==> config.mk <==
export PLATFORM = sky130hd
export DESIGN_NAME = mem_stage_bus
export DESIGN_NICKNAME = d
export VERILOG_FILES = /design/src/rtl/mem_stage_bus.sv
export SDC_FILE = /design/constraint.sdc
export NUM_CORES = 1
export LEC_CHECK = 0
export ABC_AREA = 1
export CAP_MARGIN = 5
export CORE_ASPECT_RATIO = 1.25
export CORE_MARGIN = 3
export CORE_UTILIZATION = 28
export CTS_CLUSTER_DIAMETER = 80
export DETAILED_ROUTE_END_ITERATION = 8
export GPL_ROUTABILITY_DRIVEN = 0
export HOLD_SLACK_MARGIN = 0.15
export SLEW_MARGIN = 40
export SYNTH_ARGS = -nofsm -noshare
export SYNTH_HDL_FRONTEND = slang
export SYNTH_SLANG_ARGS = --single-unit
==> constraint.sdc <==
create_clock -name clock -period 1.4 [get_ports clock]
set_input_delay 0.21 -clock clock [delete_from_list [all_inputs] [get_ports clock]]
set_output_delay 0.21 -clock clock [all_outputs]
set_load 0.03 [all_outputs]
==> src/rtl/mem_stage_bus.sv <==
// Memory-stage bus: one load/store at a time, strobes one channel, waits its read latency, responds.
// Optional MEM_STAGE_BUS_STATS_EN adds saturating read/write/error response counters.
module mem_stage_bus #(
  parameter int          ADDR_W = 17,
  parameter int          DATA_W = 12,
  parameter int          NUM_CH = 4,
  parameter int          CH_W   = 2,
  parameter logic [15:0] CH_LAT = 16'h5555,
  parameter logic [7:0]  CH_RO  = 8'b0000_0100
) (
  input  logic                     clock,
  input  logic                     reset_n,
  input  logic                     req_valid,
  output logic                     req_ready,
  input  logic                     req_wen,
  input  logic [CH_W-1:0]          req_ch,
  input  logic [ADDR_W-1:0]        req_addr,
  input  logic [DATA_W-1:0]        req_wdata,
  output logic                     rsp_valid,
  output logic                     rsp_err,
  output logic [DATA_W-1:0]        rsp_rdata,
  output logic [NUM_CH-1:0]        ch_en,
  output logic [NUM_CH-1:0]        ch_wen,
  output logic [ADDR_W-1:0]        ch_addr,
  output logic [DATA_W-1:0]        ch_wdata,
  input  logic [NUM_CH*DATA_W-1:0] ch_rdata,
  output logic [1:0]               dbg_state
`ifdef MEM_STAGE_BUS_STATS_EN
  ,
  output logic [15:0]              rd_count,
  output logic [15:0]              wr_count,
  output logic [15:0]              err_count
`endif
);

  typedef enum logic [1:0] {IDLE = 2'd0, STROBE = 2'd1, WAIT = 2'd2} state_t;

  state_t              state_q, state_d;
  logic                wen_q;
  logic [CH_W-1:0]     ch_q;
  logic [1:0]          cnt_q;
  logic                in_range, ro_hit, req_err, accept;
  logic [NUM_CH-1:0]   req_onehot;
  logic [1:0]          lat_fld, lat_eff;
  logic [DATA_W-1:0]   rdata_sel;

  // Handshake: a request transfers on a rising edge where req_valid & req_ready;
  // req_ready depends on state only, so the requester may hold valid with no feedback path.
  assign req_ready = (state_q == IDLE);
  assign accept    = req_valid & req_ready;
  assign dbg_state = state_q;

  always_comb begin
    in_range   = 1'b0;
    ro_hit     = 1'b0;
    req_onehot = '0;
    lat_fld    = 2'd1;
    rdata_sel  = '0;
    for (int i = 0; i < NUM_CH; i++) begin
      if (req_ch == CH_W'(i)) begin
        in_range      = 1'b1;
        ro_hit        = CH_RO[i];
        req_onehot[i] = 1'b1;
      end
      if (ch_q == CH_W'(i)) begin
        lat_fld   = CH_LAT[2*i +: 2];
        rdata_sel = ch_rdata[DATA_W*i +: DATA_W];
      end
    end
  end

  assign req_err = ~in_range | (req_wen & ro_hit);
  // A zero latency field would leave no cycle for the memory to answer.
  assign lat_eff = (lat_fld == 2'd0) ? 2'd1 : lat_fld;

  always_ff @(posedge clock or negedge reset_n) begin
    if (!reset_n) state_q <= IDLE;
    else          state_q <= state_d;
  end

  always_comb begin
    state_d = state_q;
    unique case (state_q)
      IDLE:    if (accept && !req_err) state_d = STROBE;
      STROBE:  state_d = wen_q ? IDLE : WAIT;
      WAIT:    if (cnt_q == 2'd0) state_d = IDLE;
      default: state_d = IDLE;
    endcase
  end

  always_ff @(posedge clock or negedge reset_n) begin
    if (!reset_n) begin
      wen_q     <= 1'b0;
      ch_q      <= '0;
      cnt_q     <= '0;
      ch_en     <= '0;
      ch_wen    <= '0;
      ch_addr   <= '0;
      ch_wdata  <= '0;
      rsp_valid <= 1'b0;
      rsp_err   <= 1'b0;
      rsp_rdata <= '0;
    end else begin
      rsp_valid <= 1'b0;
      rsp_err   <= 1'b0;
      ch_en     <= '0;
      ch_wen    <= '0;
      unique case (state_q)
        IDLE: begin
          if (accept) begin
            wen_q <= req_wen;
            ch_q  <= req_ch;
            if (req_err) begin
              rsp_valid <= 1'b1;
              rsp_err   <= 1'b1;
              rsp_rdata <= '0;
            end else begin
              ch_en    <= req_onehot;
              ch_wen   <= req_wen ? req_onehot : '0;
              ch_addr  <= req_addr;
              ch_wdata <= req_wdata;
            end
          end
        end
        STROBE: begin
          if (wen_q) begin
            rsp_valid <= 1'b1;
            rsp_rdata <= '0;
          end else begin
            cnt_q <= lat_eff - 2'd1;
          end
        end
        WAIT: begin
          // The last WAIT cycle is the one in which the channel's data is valid.
          if (cnt_q == 2'd0) begin
            rsp_valid <= 1'b1;
            rsp_rdata <= rdata_sel;
          end else begin
            cnt_q <= cnt_q - 2'd1;
          end
        end
        default: ;
      endcase
    end
  end

`ifdef MEM_STAGE_BUS_STATS_EN
  // wen_q still describes the responding transaction during its rsp_valid cycle.
  always_ff @(posedge clock or negedge reset_n) begin
    if (!reset_n) begin
      rd_count  <= '0;
      wr_count  <= '0;
      err_count <= '0;
    end else if (rsp_valid) begin
      if (rsp_err) begin
        if (err_count != 16'hFFFF) err_count <= err_count + 16'd1;
      end else if (wen_q) begin
        if (wr_count != 16'hFFFF) wr_count <= wr_count + 16'd1;
      end else begin
        if (rd_count != 16'hFFFF) rd_count <= rd_count + 16'd1;
      end
    end
  end
`endif

endmodule

**After elaboration in Yosys (flattened, before gate mapping)**

Index checks and enable logic that the tools add are counted.

- Equal/unequal tests: 15
- Reductions and logical operators: 13
- Bitwise operators: 5
- Multiplexer cells: 37
- Add/sub/neg operators: 1

Operator list:

| operator | count |
|---|---|
| two-way mux 12 bit | 8 |
| case mux 12 bit (3 select lines) | 1 |
| two-way mux 4 bit | 7 |
| two-way mux 1 bit | 13 |
| equality test 2 bit, second input constant | 5 |
| two-way mux 2 bit | 5 |
| zero test 2 bit | 4 |
| != test 2 bit, second input constant | 4 |
| equality test 2 x 1 -> 1 bit, second input constant | 3 |
| != test 2 x 1 -> 1 bit, second input constant | 3 |
| case mux 2 bit (3 select lines) | 1 |
| AND reduction 3 bit | 2 |
| AND reduction 5 bit | 1 |
| case mux 2 bit (2 select lines) | 1 |
| AND reduction 2 bit | 2 |
| case mux 1 bit (3 select lines) | 1 |
| nonzero test 3 bit | 1 |
| AND 1 bit | 2 |
| inverter 1 bit | 2 |
| nonzero test 2 bit | 1 |
| subtractor 2 x 1 -> 2 bit, second input constant | 1 |
| logical AND 1 bit | 1 |
| zero test 1 bit | 1 |
| OR 1 bit | 1 |

- Input bits: 83
- Logic and storage cells: 82
- Register bits after elaboration: 58
- Output and inout port bits: 54

**Depth between registers and ports, before layout**

Gate-level depths: netlist of run 1.

- Depth after elaboration: 11
- Gate-level depth with buffers: 8
- Mapped depth without buffers: 7

**Least setup slack after synthesis of run 1**

Ideal clock, no wire load.

- Path type: reg2reg
- From: register state_q[0], in the netlist dbg_state[0]
- To: register rsp_rdata[6]
- Library setup time: 0.117 ns
- Arrival: 1.475 ns
- Setup slack: -0.192 ns
- Data required time: 1.283 ns
- Cell stages (with the launch flop): 8
- Cells stage by stage: dfrtp_1 nor2_2 nand2_2 inv_4 nand2_2 buf_4 nand3_1 nand2_1

- Word-level cells in the longest chain between the ends: 4
- Elaborated cells between the ends (all ways): 11
- Those cells by class: eq/ne: 6; mux: 1; bitwise: 1; reduce/logical: 3

Ends and longest elaborated chain:

| element | RTL line | source |
|---|---|---|
| start: declaration | 38 | `state_t state_q, state_d;` |
| start signal: assignment | 78 | `else state_q <= state_d;` |
| zero test 2 bit * | 49 | `assign req_ready = (state_q == IDLE);` |
| via req_ready | 14 | `output logic req_ready,` |
| AND 1 bit | 50 | `assign accept = req_valid & req_ready;` |
| != test 2 x 1 -> 1 bit (no source line) | - |  |
| AND reduction 5 bit (no source line) | - |  |
| end signal: assignment | 137 | `rsp_rdata <= rdata_sel;` |
| end: declaration | 21 | `output logic [DATA_W-1:0] rsp_rdata,` |

Mark *: on every way through the listed nets, which the timed path passes. The rest lies on a longest branch.
A chain may end at the register's enable or synchronous reset.

**Worst setup path in the final report of run 1**

- From: register state_q[1], in the netlist dbg_state[1]
- To: output port dbg_state[1]

RTL lines:

| element | RTL line | source |
|---|---|---|
| end: declaration | 27 | `output logic [1:0] dbg_state` |

No word-level cell between the ends.

==> results of run 1 <==
timing repair:
action,in CTS,in global routing
setup endpoints to repair,64,15
resized for setup,54,7
hold buffers,1,0
endpoints found under the hold margin,58,0
Yosys cell counts:
cell type  count  share of area [%]
buf_6          3                1.3
o21ai_2        1               0.33
nor2_1        27                3.9
dfrtp_1       58                 55
ha_1           1               0.48
o22ai_1        1               0.24
nor3_1         3               0.57
buf_2          8                1.5
nand2_2        2               0.48
nand3b_1       1               0.29
buf_4          2               0.57
nand2_1      157                 22
or2_2          3               0.71
nor4_1         1               0.24
nor2_2         2               0.48
inv_2          2               0.29
nand3_1       26                4.9
inv_4          1               0.24
o21ai_0       13                2.5
conb_1         1               0.14
inv_1         23                3.3
how the worst max path moves through the flow:
stage          slack (ns)  cells past startpoint      endpoint          from
4_1_cts             0.005                      1  dbg_state[0]  dbg_state[0]
6_report             0.06                      1  dbg_state[1]  dbg_state[1]
2_1_floorplan        0.01                      7    ch_addr[0]  dbg_state[0]
3_3_place_gp        -0.15                      7   ch_addr[12]     req_ch[0]
5_1_grt              0.01                      7   ch_wdata[6]  dbg_state[0]
3_5_place_dp        -0.18                      7   ch_wdata[6]     req_ch[0]
cell type report:
| type | count | area (sq um) | share of cell area (%) |
|---|---|---|---|
| Multi-Input combinational cell | 239 | 1012 | 23.24 |
| Sequential cell | 58 | 1455 | 33.41 |
| Timing Repair Buffer | 156 | 1453 | 33.35 |
| Inverter | 26 | 102.6 | 2.356 |
| Tap cell | 120 | 150.1 | 3.447 |
| Clock inverter | 6 | 58.81 | 1.350 |
| Clock buffer | 9 | 123.9 | 2.844 |
state kept, by name, indices dropped and copies added, names as in the netlist:
| register | cells |
|---|---|
| cnt_q | 2 |
| ch_wdata | 12 |
| ch_addr | 17 |
| wen_q | 1 |
| ch_en | 4 |
| dbg_state | 2 |
| rsp_err | 1 |
| ch_wen | 4 |
| ch_q | 2 |
| rsp_valid | 1 |
| rsp_rdata | 12 |
report_power, final:
part | internal [mW] | switching (mW) | total [mW] | leakage (nW)
logic | 1.60 | 2.85 | 4.44 | 1.55
clock network | 0.802 | 0.666 | 1.47 | 0.0986
registers | 2.33 | 0.399 | 2.73 | 0.736
total | 4.72 | 3.91 | 8.64 | 2.38
layer usage:
layer  global-route usage, %  wire length, um  up-vias
li1                        -                -     1332
met1                   18.07             3337     1196
met2                   26.57             3957      105
met3                   5.325              706       13
met4                   5.474              146        0
met5                       0                0        -
worst reg2reg max path: stages (launching register included):
cell	delay, ns
dfrtp_2	0.45
nor2_4	0.15
nand2_4	0.07
inv_4	0.06
o21ai_2	0.07
inv_4	0.24
nand2_1	0.10
nand2_1	0.07
cell families (layout without fill, tap and decap cells):
group | count (synthesis) | in the layout
other | 1 | 1
adders and majority gates | 1 | 1
buffers and inverters | 39 | 197
DFF | 58 | 58
and+or+nand+nor | 222 | 222
AOI/OAI and AO/OA | 15 | 15
metrics by stage:
| stage | cells | area [sq um] | util, % |
|---|---|---|---|
| 2_1_floorplan | 336 | 2646 | - |
| 3_3_place_gp | 598 | 4213 | 47.38 |
| 3_5_place_dp | 598 | 4213 | 47.38 |
| 4_1_cts | 614 | 4342 | 48.83 |
| 5_1_grt | 614 | 4355 | 48.99 |
| 6_report | 614 | 4355 | 48.99 |
==> metrics, run 1 <==
largest family of logic cells by synthesized area simple AND/OR/NAND/NOR gates; post-DR vias/cell between 4 and 5; IO Port Bufs 136; sequential area share after synthesis a little under three fifths; setup TNS 0 ns; vias between 2k and 3k; count of cell types in the netlist 21; Slowest Stage Delay on Critical Path between 0.4 and 0.5 ns; 1st-pass router iterations 4; All-Layer GR Usage between 10% and 20%; CP required 1.19 ns; RSZ-0062 raised after global routing false; worst setup path class register to output port; Post-Syn Area 2630 sq um; commonest non-fill, non-tap cells in the layout nand2_1 (157), clkdlybuf4s50_1 (81), dfrtp_1 (55), dlygate4sd2_1 (52); Largest delay share family, worst path buffers and inverters; reg2reg end ch_wdata[0]; DR WL/cell 13.27 um; CP max FO 3; row count 38; DP HPWL 6144 um; fmax 0.7461 GHz; adder-cell share of the synthesized area 0.4757%; XOR/XNOR share of the synthesized area 0%; total design power 8.638 mW; CTS tree done; status finished, final reports clean; vias in the first global route 2676; Pleak 2.382 nW; fin nets 574; Post-CTS Repair Setup Buffers 0; Final period util 95.74%; simple-gate share of the synthesized area 33.97%; R2R depth 7; worst-path cell chain dlygate4sd2_1; total wire length 8149 um; antenna violations before repair 0; die area about 11000 sq um; share of layout cells above drive strength 1 10.73%; R2R Setup Slk 0.14 ns; root buf cell clkbuf_8; clk slew on worst S/H paths around 0.070 ns; CTS sink cnt 58; CP max stage cell dlygate4sd2_1; # IOs between 100 and 150; Clock Skews 0.01033 ns; Layout area overhead 65.60%; Worst Path Arrival 1.13 ns; Placement Setup Slack -0.1807 ns; Worst Setup Slack, final 0.05961 ns; filler instances 919; worst hold slack 0.4008 ns; first-pass GRT wire length 12940 um; Fin. Hold Viols 0; r2r startpoint dbg_state[0]; Critical Path Start Type register; CP endpoint kind output port; Post-DRT Antenna Nets 0; Setup Viol. Count Final 0; peak supply drop 0.9473 mV; Avg Inst Size Synth 7.827 sq um; Synth Instances 336; H-Tree Depth 3; Starting Density roughly 30%; drt drc 0; maxcap violations 0; Slew Limit Fails 0; Antenna Diode Count 0; die height around 110 um; pin count of the biggest net entering global routing a little under 60; Compound-Gate Fraction of Synth Area 3.045%; post-synthesis net count 420; DR iter-0 viols 100; Placeable Area 8891 sq um; PwrDens roughly 2000 nW/um^2; Die Span X 92.69 um; clk_lat worst skew 0.33 ns; FF+latch count, synth 58; fraction of synthesized area in multiplexers 0%; grt total ovfl 0; Hold WC Path Type primary input to asynchronous set/reset pin; CP bufs+invs 1; commonest non-fill, non-tap cell in the layout nand2_1; post-layout min period between 1 and 1.5 ns; Max clock buf depth 2; YS warnings 0; TritonCTS Buffers 9
Power figures use the tool's default switching activity.
==> run 2: changes to the inputs <==
TNS_END_PERCENT = 5   (was default)
==> metrics, run 2 (synthesized netlist as in run 1, its figures left out) <==
status finished, final reports clean; max FFs per register 17 (unchanged); Gate power share 51.5% (about the same); placed inst area 4213 sq um (unchanged); Critical Path Source dbg_state[0]; multi-input logic area 1012 sq um (unchanged); fin nets 574 (unchanged); antenna violations before repair 0 (unchanged); switching part of the total 45.27% (about the same); filler instances 918 (-0.11%); Final period util 96.00% (+0.26 points); total wire length 8157 um (about the same); maxcap violations 0 (unchanged); CP endpoint kind output port; vias 2639 (-0.26%); post-layout min period 1.344 ns (+0.003629 ns); r2r startpoint dbg_state[0]; Clock Skews 0.01092 ns (+0.0005895 ns); Worst Path Arrival 1.13 ns (about the same); R2R Setup Slk 0.14 ns (about the same); first-pass GRT wire length 12940 um (unchanged); Internal 4.728 mW (about the same); Worst path depth 1 (unchanged); Setup Viol. Count Final 0 (unchanged); Worst Setup Slack, final 0.05598 ns (-0.003629 ns); worst-path cell chain clkdlybuf4s15_1; worst setup path class register to output port; vias in the first global route 2676 (unchanged); die height 114.4 um (unchanged); CP max FO 5 (+2); Slew Limit Fails 0 (unchanged); CTS tree done; P_sw 3.911 mW (about the same); Post-DRT Antenna Nets 0 (unchanged); fmax 0.7440 GHz (-0.27%); Hold WC Path Type primary input to asynchronous set/reset pin; Antenna Diode Count 0 (unchanged); CP bufs+invs 1 (unchanged); 1st-pass router iterations 4 (unchanged); Sequential Power Share 31.5% (about the same); clk slew on worst S/H paths 0.07 ns (about the same); R2R depth 7 (unchanged); worst hold slack 0.4046 ns (+0.003787 ns); Layout area overhead 65.79%; DR iter-0 viols 92 (-8.0%); DP HPWL 6144 um (unchanged); RSZ-0062 raised after global routing true; Placement Setup Slack -0.1807 ns (unchanged); Critical Path End dbg_state[0]; commonest non-fill, non-tap cells in the layout nand2_1 (157), clkdlybuf4s50_1 (81), dfrtp_1 (55), dlygate4sd2_1 (52); clk_lat worst skew 0.33 ns (about the same); Fin. Hold Viols 0 (unchanged); grt total ovfl 0 (unchanged); Die Span X 92.69 um (unchanged); IO Port Bufs 136 (unchanged); Slowest Stage Delay on Critical Path 0.42 ns (about the same); root buf cell clkbuf_8; peak supply drop 0.9480 mV (about the same); Largest delay share family, worst path flip-flops; Seq. cell area 1455 sq um (unchanged); post-route cell area 4360 sq um (+0.11%); DR WL/cell 13.29 um (about the same); share of layout cells above drive strength 1 10.53% (-0.20 points); Top reg by flops ch_addr; H-Tree Depth 3 (unchanged); pin count of the biggest net entering global routing 59 (unchanged); die area 10600 sq um (unchanged); drt drc 0 (unchanged); PwrDens 1981 nW/um^2 (-0.10%); CP max stage cell dfrtp_2; Placeable Area 8891 sq um (unchanged); # IOs 137 (unchanged); CTS sink cnt 58 (unchanged); TritonCTS Buffers 9 (unchanged); setup TNS 0 ns (unchanged); top flop regs ch_addr (17), ch_wdata (12), rsp_rdata (12); clock share of power 17.0% (about the same); Critical Path Start Type register; Pleak 2.382 nW (about the same); CP required 1.19 ns (about the same); All-Layer GR Usage 15.52% (unchanged); row count 38 (unchanged); Starting Density 29.58% (unchanged); Max clock buf depth 2 (unchanged); reg2reg end ch_wdata[0]; post-DR vias/cell 4.298 (-0.26%); commonest non-fill, non-tap cell in the layout nand2_1
## run 2: per-layer routing
metal / track usage (%) / vias up / share of wire [%]
met1: 18.07 / 1189 / 41
met3: 5.325 / 13 / 8.8
met2: 26.57 / 105 / 49
met4: 5.474 / 0 / 1.8
li1: - / 1332 / -
met5: 0 / - / 0
## run 2: worst min path at each step
stage / startpoint / to / cells after the start
2_1_floorplan: reset_n / ch_addr[0] / 0
3_3_place_gp: reset_n / rsp_err / 2
3_5_place_dp: reset_n / rsp_valid / 2
4_1_cts: req_wdata[11] / ch_wdata[11] / 3
5_1_grt: req_wdata[2] / ch_wdata[2] / 3
6_report: reset_n / rsp_err / 3
## run 2: area by class of cell
| type | instances | share of cell area (%) |
|---|---|---|
| well taps | 120 | 3.443 |
| inverters | 26 | 2.353 |
| repair buffers | 156 | 33.43 |
| clock inverters | 6 | 1.349 |
| flip-flops and latches | 58 | 33.37 |
| multi-input cells | 239 | 23.21 |
| clock buffers | 9 | 2.841 |
## run 2: what timing repair did
| item | CTS | global route |
|---|---|---|
| hold buffers | 1 | 0 |
| hold endpoints to repair | 58 | 0 |
| gates resized for setup | 54 | 6 |
| setup endpoints to repair | 64 | 15 |
| setup buffers | 0 | 0 |
## run 2: per-stage QoR
stage,util (%),cells,power [mW]
finish,49.04,614,8.639
global route,49.04,614,9.289
CTS,48.83,614,8.734
detailed placement,47.38,598,7.643
global placement,47.38,598,7.600
floorplan,-,336,5.518
## run 2: worst register-to-register path: stages (launching register included)
cell     delay, ns
dfrtp_2       0.45
nor2_4        0.15
nand2_4       0.07
inv_4         0.06
o21ai_2       0.07
inv_4         0.24
nand2_1       0.10
nand2_1       0.07
## run 2: power by group through the flow
stage          clock, mW  combinational [mW]  sequential (mW)
2_1_floorplan          0                1.71             3.81
3_3_place_gp           0                4.83             2.77
3_5_place_dp           0                4.89             2.75
4_1_cts             1.51                4.50             2.72
5_1_grt             1.59                4.89             2.81
6_report            1.47                4.45             2.73
==> run 3: changes to the inputs <==
GPL_ROUTABILITY_DRIVEN = default   (was 0)
==> results of run 3 <==
The final DEF is identical to that of run 2; final timing and power are the same.
